**src/rtl/down_counter.sv**
```systemverilog
// down_counter -- loadable down-counter / timer with underflow flag.
//
// Counts from a programmed value toward zero. Reaching zero with EN high
// produces a one-cycle UF pulse; the counter then either reloads the last
// loaded value (AUTO=1, period = reload+1 cycles) or stops at zero and
// reports done (AUTO=0).
//
// Ports:
//   clk        in   system clock, all state updates on rising edge
//   Reset      in   asynchronous active-high reset, clears all state
//   EN         in   count enable (only acts in RUN)
//   CLR        in   synchronous clear to IDLE (reload value kept)
//   LOAD       in   synchronous load strobe, starts/restarts RUN
//   load_value in   start/reload value, sampled when LOAD=1
//   AUTO       in   1 = auto-reload on underflow, 0 = one-shot
//   counter    out  current count (registered)
//   UF         out  underflow pulse, registered, one cycle
//   busy       out  high while in RUN
//   done       out  high while in EXPIRED
//
// Edge priority: CLR > LOAD > EN.
module down_counter #(
  parameter int WIDTH = 8
) (
  input  logic             clk,
  input  logic             Reset,
  input  logic             EN,
  input  logic             CLR,
  input  logic             LOAD,
  input  logic [WIDTH-1:0] load_value,
  input  logic             AUTO,
  output logic [WIDTH-1:0] counter,
  output logic             UF,
  output logic             busy,
  output logic             done
);

  localparam logic [1:0] IDLE    = 2'd0;
  localparam logic [1:0] RUN     = 2'd1;
  localparam logic [1:0] EXPIRED = 2'd2;

  logic [1:0]       state;
  logic [WIDTH-1:0] reload;

  always_ff @(posedge clk or posedge Reset) begin
    if (Reset) begin
      state   <= IDLE;
      counter <= '0;
      reload  <= '0;
      UF      <= 1'b0;
    end else begin
      // UF is a pulse: anything other than an underflow edge clears it.
      UF <= 1'b0;
      if (CLR) begin
        counter <= '0;
        state   <= IDLE;
      end else if (LOAD) begin
        // A load always wins over a same-edge underflow, so no UF here.
        counter <= load_value;
        reload  <= load_value;
        state   <= RUN;
      end else begin
        case (state)
          RUN: begin
            if (EN) begin
              if (counter != '0) begin
                counter <= counter - WIDTH'(1);
              end else begin
                // At zero we never wrap: either reload or stop.
                UF <= 1'b1;
                if (AUTO) begin
                  counter <= reload;
                end else begin
                  state <= EXPIRED;
                end
              end
            end
          end
          EXPIRED: begin
            counter <= '0;
          end
          IDLE: begin
            // EN has no effect until something is loaded.
          end
          default: begin
            // Unreachable encoding: recover to a safe idle state.
            state   <= IDLE;
            counter <= '0;
          end
        endcase
      end
    end
  end

  assign busy = (state == RUN);
  assign done = (state == EXPIRED);

endmodule

```
**config.mk**
```make
export PLATFORM = sky130hd
export DESIGN_NAME = down_counter
export DESIGN_NICKNAME = d
export VERILOG_FILES = /design/src/rtl/down_counter.sv
export SDC_FILE = /design/constraint.sdc
export NUM_CORES = 1
export LEC_CHECK = 0
export ABC_AREA = 1
export BUFFER_PORTS_ARGS = -buffer_cell sky130_fd_sc_hd__buf_4
export CAP_MARGIN = 20
export CORE_MARGIN = 2
export CORE_UTILIZATION = 55
export CTS_BUF_LIST = sky130_fd_sc_hd__clkbuf_4 sky130_fd_sc_hd__clkbuf_8
export CTS_CLUSTER_SIZE = 25
export DETAILED_ROUTE_END_ITERATION = 8
export PLACE_DENSITY = 0.85
export SKIP_LAST_GASP = 1
export SYNTH_ARGS = -nofsm -noshare
export SYNTH_HDL_FRONTEND = slang
export SYNTH_SLANG_ARGS = --single-unit
```
**constraint.sdc**
```tcl
create_clock -name clk -period 1.8 [get_ports clk]
set_clock_uncertainty 0.05 [all_clocks]
set_input_delay 0.36 -clock clk [delete_from_list [all_inputs] [get_ports clk]]
set_output_delay 0.36 -clock clk [all_outputs]
set_load 0.01 [all_outputs]
```
### Word level (Yosys, flattened, before mapping)

Cells that the tools add are included.

* eq/ne operators: 8
* bitwise logic cells: 1
* add/subtract/negate cells: 1
* multiplexer cells: 17
* reduce and logical (&&, ||, !) cells: 6

Operators by type and width (number)
* $mux 8: 5
* $pmux 8 s2: 1
* $ne 4x4->1 const B: 3
* $mux 2: 5
* $reduce_bool 8->1: 1
* $sub 8x1->8 const B: 1
* $mux 1: 5
* $ne 5x4->1 const B: 1
* $pmux 2 s2: 1
* $reduce_and 4->1: 1
* $ne 3x1->1 const B: 1
* $ne 3x3->1 const B: 1
* $reduce_and 3->1: 1
* $eq 2x1->1 const B: 1
* $eq 2x2->1 const B: 1
* $logic_not 2->1: 1
* $reduce_and 2->1: 1
* $reduce_or 2->1: 1
* $not 1->1: 1

* register bits: 19
* input port bits: 14

### Depth between registers and ports, before layout

Gate-level depths: netlist of run 1.

* depth after elaboration: 6
* gate-level depth with buffers: 10
* mapped depth without buffers: 10

### Worst setup path before layout of run 1

OpenSTA, ideal clock, no wires.

* path kind: register to register
* start: register counter[0]
* end: register counter[5]
* path buffers: 0
* data required time: 1633 ps
* setup time: 117 ps
* path slack: 164 ps
* cell stages (with the launch flop): 10
* data arrival time: 1469 ps
* clock period less this slack: 1636 ps
* cells stage by stage: dfrtp_1 > inv_1 > ha_1 > nand3_4 > nor2_8 > nand3_4 > nand2_4 > inv_6 > nor2_1 > nor2_1

* cells in the longest elaborated chain, start to end: 6
* elaborated cells on any way between the ends: 9

Ends and longest elaborated chain
* start, declared: line 32 `output logic [WIDTH-1:0] counter,`
* start signal, assigned: line 59 `counter <= load_value;`
* start signal, assigned: line 67 `counter <= counter - WIDTH'(1);`
* start signal, assigned: line 72 `counter <= reload;`
* $sub 8x1->8 or $reduce_bool 8->1 (tied branches): line 67, 66
* $mux 8: line 66 `if (counter != '0) begin`
* $mux 8: line 65 `if (EN) begin`
* $pmux 8 s2: line 63 `case (state)`
* $mux 8: line 57 `end else if (LOAD) begin`
* $mux 8: line 54 `if (CLR) begin`

Parallel ways exist; a longest one is shown, timed or not. The select of a mux whose other input is x is not followed.
A chain may end at the register's enable or synchronous reset.

### Final worst setup path of run 1

* start: register counter[0]
* end: register counter[2]

The elaborated chain is that of the path after synthesis.

==> results of run 1 <==
[layout by cell type (no fill, tap or decap), drive strengths merged]
cell	Yosys	layout
o21ai	17	17
a21oi	6	6
nor3	1	1
clkbuf	1	4
nand3	15	15
inv	29	29
nor2	30	30
dfrtp	19	19
nand2	55	55
ha	2	2
buf	0	26
[sequential cells by signal, indices dropped and copies added, names as in the netlist]
register	cells
counter	8
state	2
UF	1
reload	8
[layout make-up]
class / count / area, sq um / share of cell area
flip-flops and latches: 19 / 475.5 / 0.3193
inverters: 29 / 113.9 / 0.07647
multi-input cells: 126 / 639.4 / 0.4294
clock buffers: 4 / 30.03 / 0.02017
well taps: 28 / 35.03 / 0.02353
repair buffers: 26 / 195.2 / 0.1311
[logic make-up after synthesis]
kind of cell,share of synthesized area
adders and majority gates,0.02034
DFF,0.3866
and+or+nand+nor,0.3947
AOI/OAI and AO/OA,0.1027
buffers and inverters,0.09562
[how the worst min path moves through the flow]
stage	from	endpoint	slack [ns]	depth (start not counted)
2_1_floorplan	Reset	UF	0.26	1
3_3_place_gp	Reset	reload[2]	0.34	3
3_5_place_dp	Reset	reload[1]	0.36	3
4_1_cts	Reset	reload[7]	0.04	3
5_1_grt	Reset	reload[1]	0.04	3
6_report	Reset	reload[7]	0.03	3
[per-stage QoR]
step | setup slack, ns | instance area [sq um] | hold slack (ns)
5_1_grt | -0.0005371 | 1489 | 0.04284
6_report | 0.1339 | 1489 | 0.03474
2_1_floorplan | 0.1638 | 1230 | 0.2611
4_1_cts | 0.09991 | 1486 | 0.04237
3_3_place_gp | 0.2002 | 1456 | 0.3427
3_5_place_dp | 0.1151 | 1456 | 0.3645
[tightest hold or removal path: cells and delay by family]
family,cells,cell delay (ns)
buffers and inverters,3,0.40
[repair_timing]
| action | in CTS | in global routing |
|---|---|---|
| endpoints found under the setup margin | 0 | 1 |
| endpoints found under the hold margin | 0 | 0 |
| setup buffers | 0 | 0 |
| gates resized for setup | 0 | 1 |
[power breakdown]
group / switching, mW / leakage (nW) / internal (mW)
clock network: 0.126 / 0.0184 / 0.101
registers: 0.0401 / 0.244 / 0.474
logic: 0.280 / 0.571 / 0.171
total: 0.446 / 0.833 / 0.746
[per-layer routing]
| layer | global-route usage | share of wire | up-vias |
|---|---|---|---|
| met4 | 0.08333 | 0.0063 | 0 |
| met1 | 0.3106 | 0.44 | 534 |
| met3 | 0.02632 | 0.058 | 2 |
| met5 | 0 | 0 | - |
| li1 | - | - | 605 |
| met2 | 0.3939 | 0.49 | 44 |
==> impl_metrics.tcl, run 1 <==
set metrics [dict create \
    cts_root_buf "clkbuf_4" \
    ys_warn_count 0 \
    worst_slew_margin_rel 0.6607 \
    cts_made_buffers 3 \
    tns_ns 0 \
    h-tree-depth 1 \
    yosysMostFrequentCell "nand2_1" \
    port_buffers 24 \
    critical_path_class "reg2reg" \
    place_inst 228 \
    nFillCells 192 \
    cts_max_path_buffers 2 \
    grt_max_degree 20 \
    slew_viol_final 0 \
    drive_above_1_share 0.2451 \
    crit_buf_inv 3 \
    required_ns 1.94 \
    slowest_delay_ns 0.41 \
    synth_edf_count 0 \
    tightestPinTransition_ns 0.5085 \
    syn_area_sq_mm 0.001230 \
    r2r-end "counter[2]" \
    p_total_mw 1.192 \
    path_delay_family "simple AND/OR/NAND/NOR gates" \
    tritoncts "yes" \
    reg2reg_depth 11 \
    slowest_stage "dfrtp_1" \
    grt_pass1_wl_mm 4.560 \
    synth_ff_type "dfrtp_1" \
    r2r_start "counter[0]" \
    netlist_top_cells_count "nand2_1, inv_1, nor2_1, dfrtp_1, nand3_1" \
    wl_per_cell_um 11.72 \
    nets 221 \
    syn2layout_area_growth_pct 21.06 \
    ys_ff_latch 19 \
    clock_latency_ns 0.29 \
    yosys.area.top_type "dfrtp_1" \
    drc_errors 0 \
    setup_viol 0 \
    vias 1185 \
    endpoint "counter[2]" \
    synth_cells 175 \
    core_region_area_sq_mm 0.002170 \
    critPathCaptureType "flop" \
    grt_pass1_vias 1073 \
    die-area_sq_mm 0.002631 \
    syn_area_per_cell_sq_um 7.028 \
    dp_hpwl_mm 2.155 \
    cts_hold_buf 0 \
    io_pins 25 \
    netlist.area_leader.share 0.3866 \
    min_path_type "in2async" \
    grt_remaining_overflow 0 \
    finalHoldViolCount 0 \
    vdd_drop_max_uv 501.6 \
    drt-initial-drc-count 52 \
    fmax_mhz 600.2 \
    cp_cell_sequence "inv_1 -> buf_4 -> ha_1 -> nand2_1 -> inv_1 -> nor2_1 -> nand2_1 -> nand3_1 -> nand2_1 -> nand2_1 -> o21ai_2" \
    power.leakage_nw 0.8330 \
    via_per_inst 5.108 \
    finalCritPeriodShare 0.9256 \
    yosysSeqAreaShare 0.3866 \
    critPathMostFrequentCell "nand2_1" \
    worstPathMaxFanout 6 \
    clk_pin_slew_ns 0.11 \
    async_reset_ff_frac 1.000 \
    synth.area.top_cells "dfrtp_1, nand2_1, inv_1" \
    die_x_um 51.29 \
    totalWireLength_mm 2.718 \
    synth_nets 191 \
    post-route-min-period_ns 1.666 \
    clock-sinks 19 \
    grt_usage 0.2335 \
    maxCapViolCount 0 \
    antenna_found_initial 0 \
    chipHeight_um 51.29 \
    final_util 0.6863 \
    rrSetupSlack_ns 0.13 \
    antenna_cells 0 \
    cp.depth 11 \
    firstDrtPassIters 4 \
    synth_cell_types 20 \
    crit_path_start_kind "flop" \
    cellPowerDensity_mw_per_mm2 800.4 \
    setup.worst_path.start "counter[0]" \
    routabilityCongestion 0.9556 \
    ant_nets 0 \
    cp_data_arrival_time_ns 1.80 \
    fin_cells 232 \
    run_status "finished clean" \
    rows 17 \
    start_util 0.5669 \
]
(Power assumes the default switching activity.)
==> inputs of run 2 (changes only) <==
- clock period: 1.8 -> 1.65 ns (I/O delays scaled with it)
==> run 2 against run 1 <==
  * Power increased by 15%
  * Clock power increased by 3%
  * First-iteration DRC count decreased by 21%
  * Count of clock-buffer cells in the layout decreased by 1
  * Critical endpoint is now counter[4]
  * Core utilization increased by 5.2 points
  * Final area increased by 7.6%
  * Cell count increased by 4.3%
  * Via count increased by 4.1%
  * Combinational power increased by 27%
  * Maximum frequency increased by 6.1%
  * Non-clock buffer count increased by 10
==> impl_metrics.tcl, run 2 (synthesis gave the netlist of run 1 again) <==
set metrics [dict create \
    run_status "finished clean" \
    grt_max_degree 20 \
    clock-sinks 19 \
    layout_common_cells "nand2_1, buf_4, nor2_1" \
    via_per_inst 5.099 \
    hold_ws_ns 0.1669 \
    critPathMostFrequentCell "nor2_1" \
    finalHoldViolCount 0 \
    cp_data_arrival_time_ns 1.71 \
    min_path_type "in2reg" \
    grt_remaining_overflow 0 \
    crit_path_start_kind "flop" \
    final_common_cell "nand2_1" \
    io_pins 25 \
    fmax_mhz 637.0 \
    vias 1234 \
    drt-initial-drc-count 41 \
    nets 231 \
    grt_pass1_wl_mm 5.009 \
    cts_max_path_buffers 2 \
    critPathCaptureType "flop" \
    start_util 0.5669 \
    drive_above_1_share 0.3037 \
    slowest_stage "dfrtp_1" \
    port_buffers 24 \
    vdd_drop_max_uv 717.7 \
    finalCritPeriodShare 0.9514 \
    slew_viol_final 0 \
    worstPathMaxFanout 10 \
    firstDrtPassIters 4 \
    use_met2 0.4567 \
    grt_pass1_vias 1173 \
    worst_slew_margin_rel 0.8143 \
    drc_errors 0 \
    clock_latency_ns 0.29 \
    slowest_delay_ns 0.49 \
    power.leakage_nw 0.8907 \
    met3_usage 0.01754 \
    grt_usage 0.2542 \
    tns_ns 0 \
    antenna_cells 0 \
    top_usage_layer "met2" \
    chipHeight_um 51.29 \
    syn2layout_area_growth_pct 30.21 \
    cellPowerDensity_mw_per_mm2 855.1 \
    required_ns 1.79 \
    cts_root_buf "clkbuf_4" \
    top_regs "counter: 8 flops, reload: 8 flops, state: 2 flops" \
    ant_nets 0 \
    routabilityCongestion 0.8614 \
    post-route-min-period_ns 1.570 \
    cts_made_buffers 3 \
    core_region_area_sq_mm 0.002170 \
    nFillCells 164 \
    totalWireLength_mm 2.990 \
    antenna_found_initial 0 \
    tightestPinTransition_ns 0.2776 \
    tritoncts "yes" \
    grt_use_met1 0.3220 \
    setup_viol 0 \
    critical_path_class "reg2reg" \
    cp_cell_sequence "nor2_2 -> nand2_2 -> nor2_8 -> nand3_4 -> nand2_4 -> inv_6 -> nor2_1 -> nor2_1" \
    clk_pin_slew_ns 0.11 \
    die-area_sq_mm 0.002631 \
    h-tree-depth 1 \
    dp_hpwl_mm 2.303 \
    wl_per_cell_um 12.36 \
    rows 17 \
    die_x_um 51.29 \
    maxCapViolCount 0 \
]
## run 2: stage by stage
step / utilization / instance area (sq um) / cells / setup slack [ns] / total power, mW
6_report: 0.7382 / 1602 / 242 / 0.08016 / 1.369
4_1_cts: 0.6990 / 1516 / 236 / 0.007504 / 1.304
3_5_place_dp: 0.6817 / 1479 / 231 / 0.03019 / 1.072
2_1_floorplan: - / 1230 / 175 / 0.01384 / 0.8985
3_3_place_gp: 0.6817 / 1479 / 231 / 0.1205 / 1.054
5_1_grt: 0.7382 / 1602 / 242 / -0.001307 / 1.467
## run 2: what timing repair did
action                                  4_1_cts  5_1_grt
hold buffers                                  1        0
endpoints found under the setup margin        0       10
resized for setup                             0       13
endpoints found under the hold margin        19        0
setup buffers                                 0        6
## run 2: final cells by class
| class | instances | area, sq um | area share |
|---|---|---|---|
| clock buffers | 3 | 22.52 | 0.01406 |
| clock inverters | 1 | 5.005 | 0.003125 |
| inverters | 29 | 113.9 | 0.07109 |
| multi-input cells | 126 | 669.4 | 0.4180 |
| flip-flops and latches | 19 | 475.5 | 0.2969 |
| well taps | 28 | 35.03 | 0.02187 |
| repair buffers | 36 | 280.3 | 0.1750 |
## run 2: worst max-delay path, delay by kind of cell, from the launching register on
kind,cells,cell delay [ns]
flops,1,0.49
buf+inv,1,0.06
simple gates,7,0.86
## run 2: worst paths after layout
kind	start	depth (start not counted)	endpoint	slack, ns
min in group asynchronous	Reset	4	reload[6]	0.55
min reg2reg	reload[6]	2	reload[6]	0.50
min	CLR	2	state[0]	0.17
max reg2reg	counter[3]	8	counter[4]	0.08
max	counter[3]	8	counter[4]	0.08
max in group asynchronous	Reset	4	reload[5]	0.81
## run 2: power by group
group | internal [mW] | switching [mW] | total [mW]
combinational | 0.236 | 0.338 | 0.575
clock | 0.0900 | 0.143 | 0.233
sequential | 0.517 | 0.0447 | 0.562
## run 2: metal layers
metal  share of wire  vias to the layer above
li1                -                      624
met4           0.013                        0
met2            0.51                       43
met5               0                        -
met3           0.043                        4
met1            0.44                      563
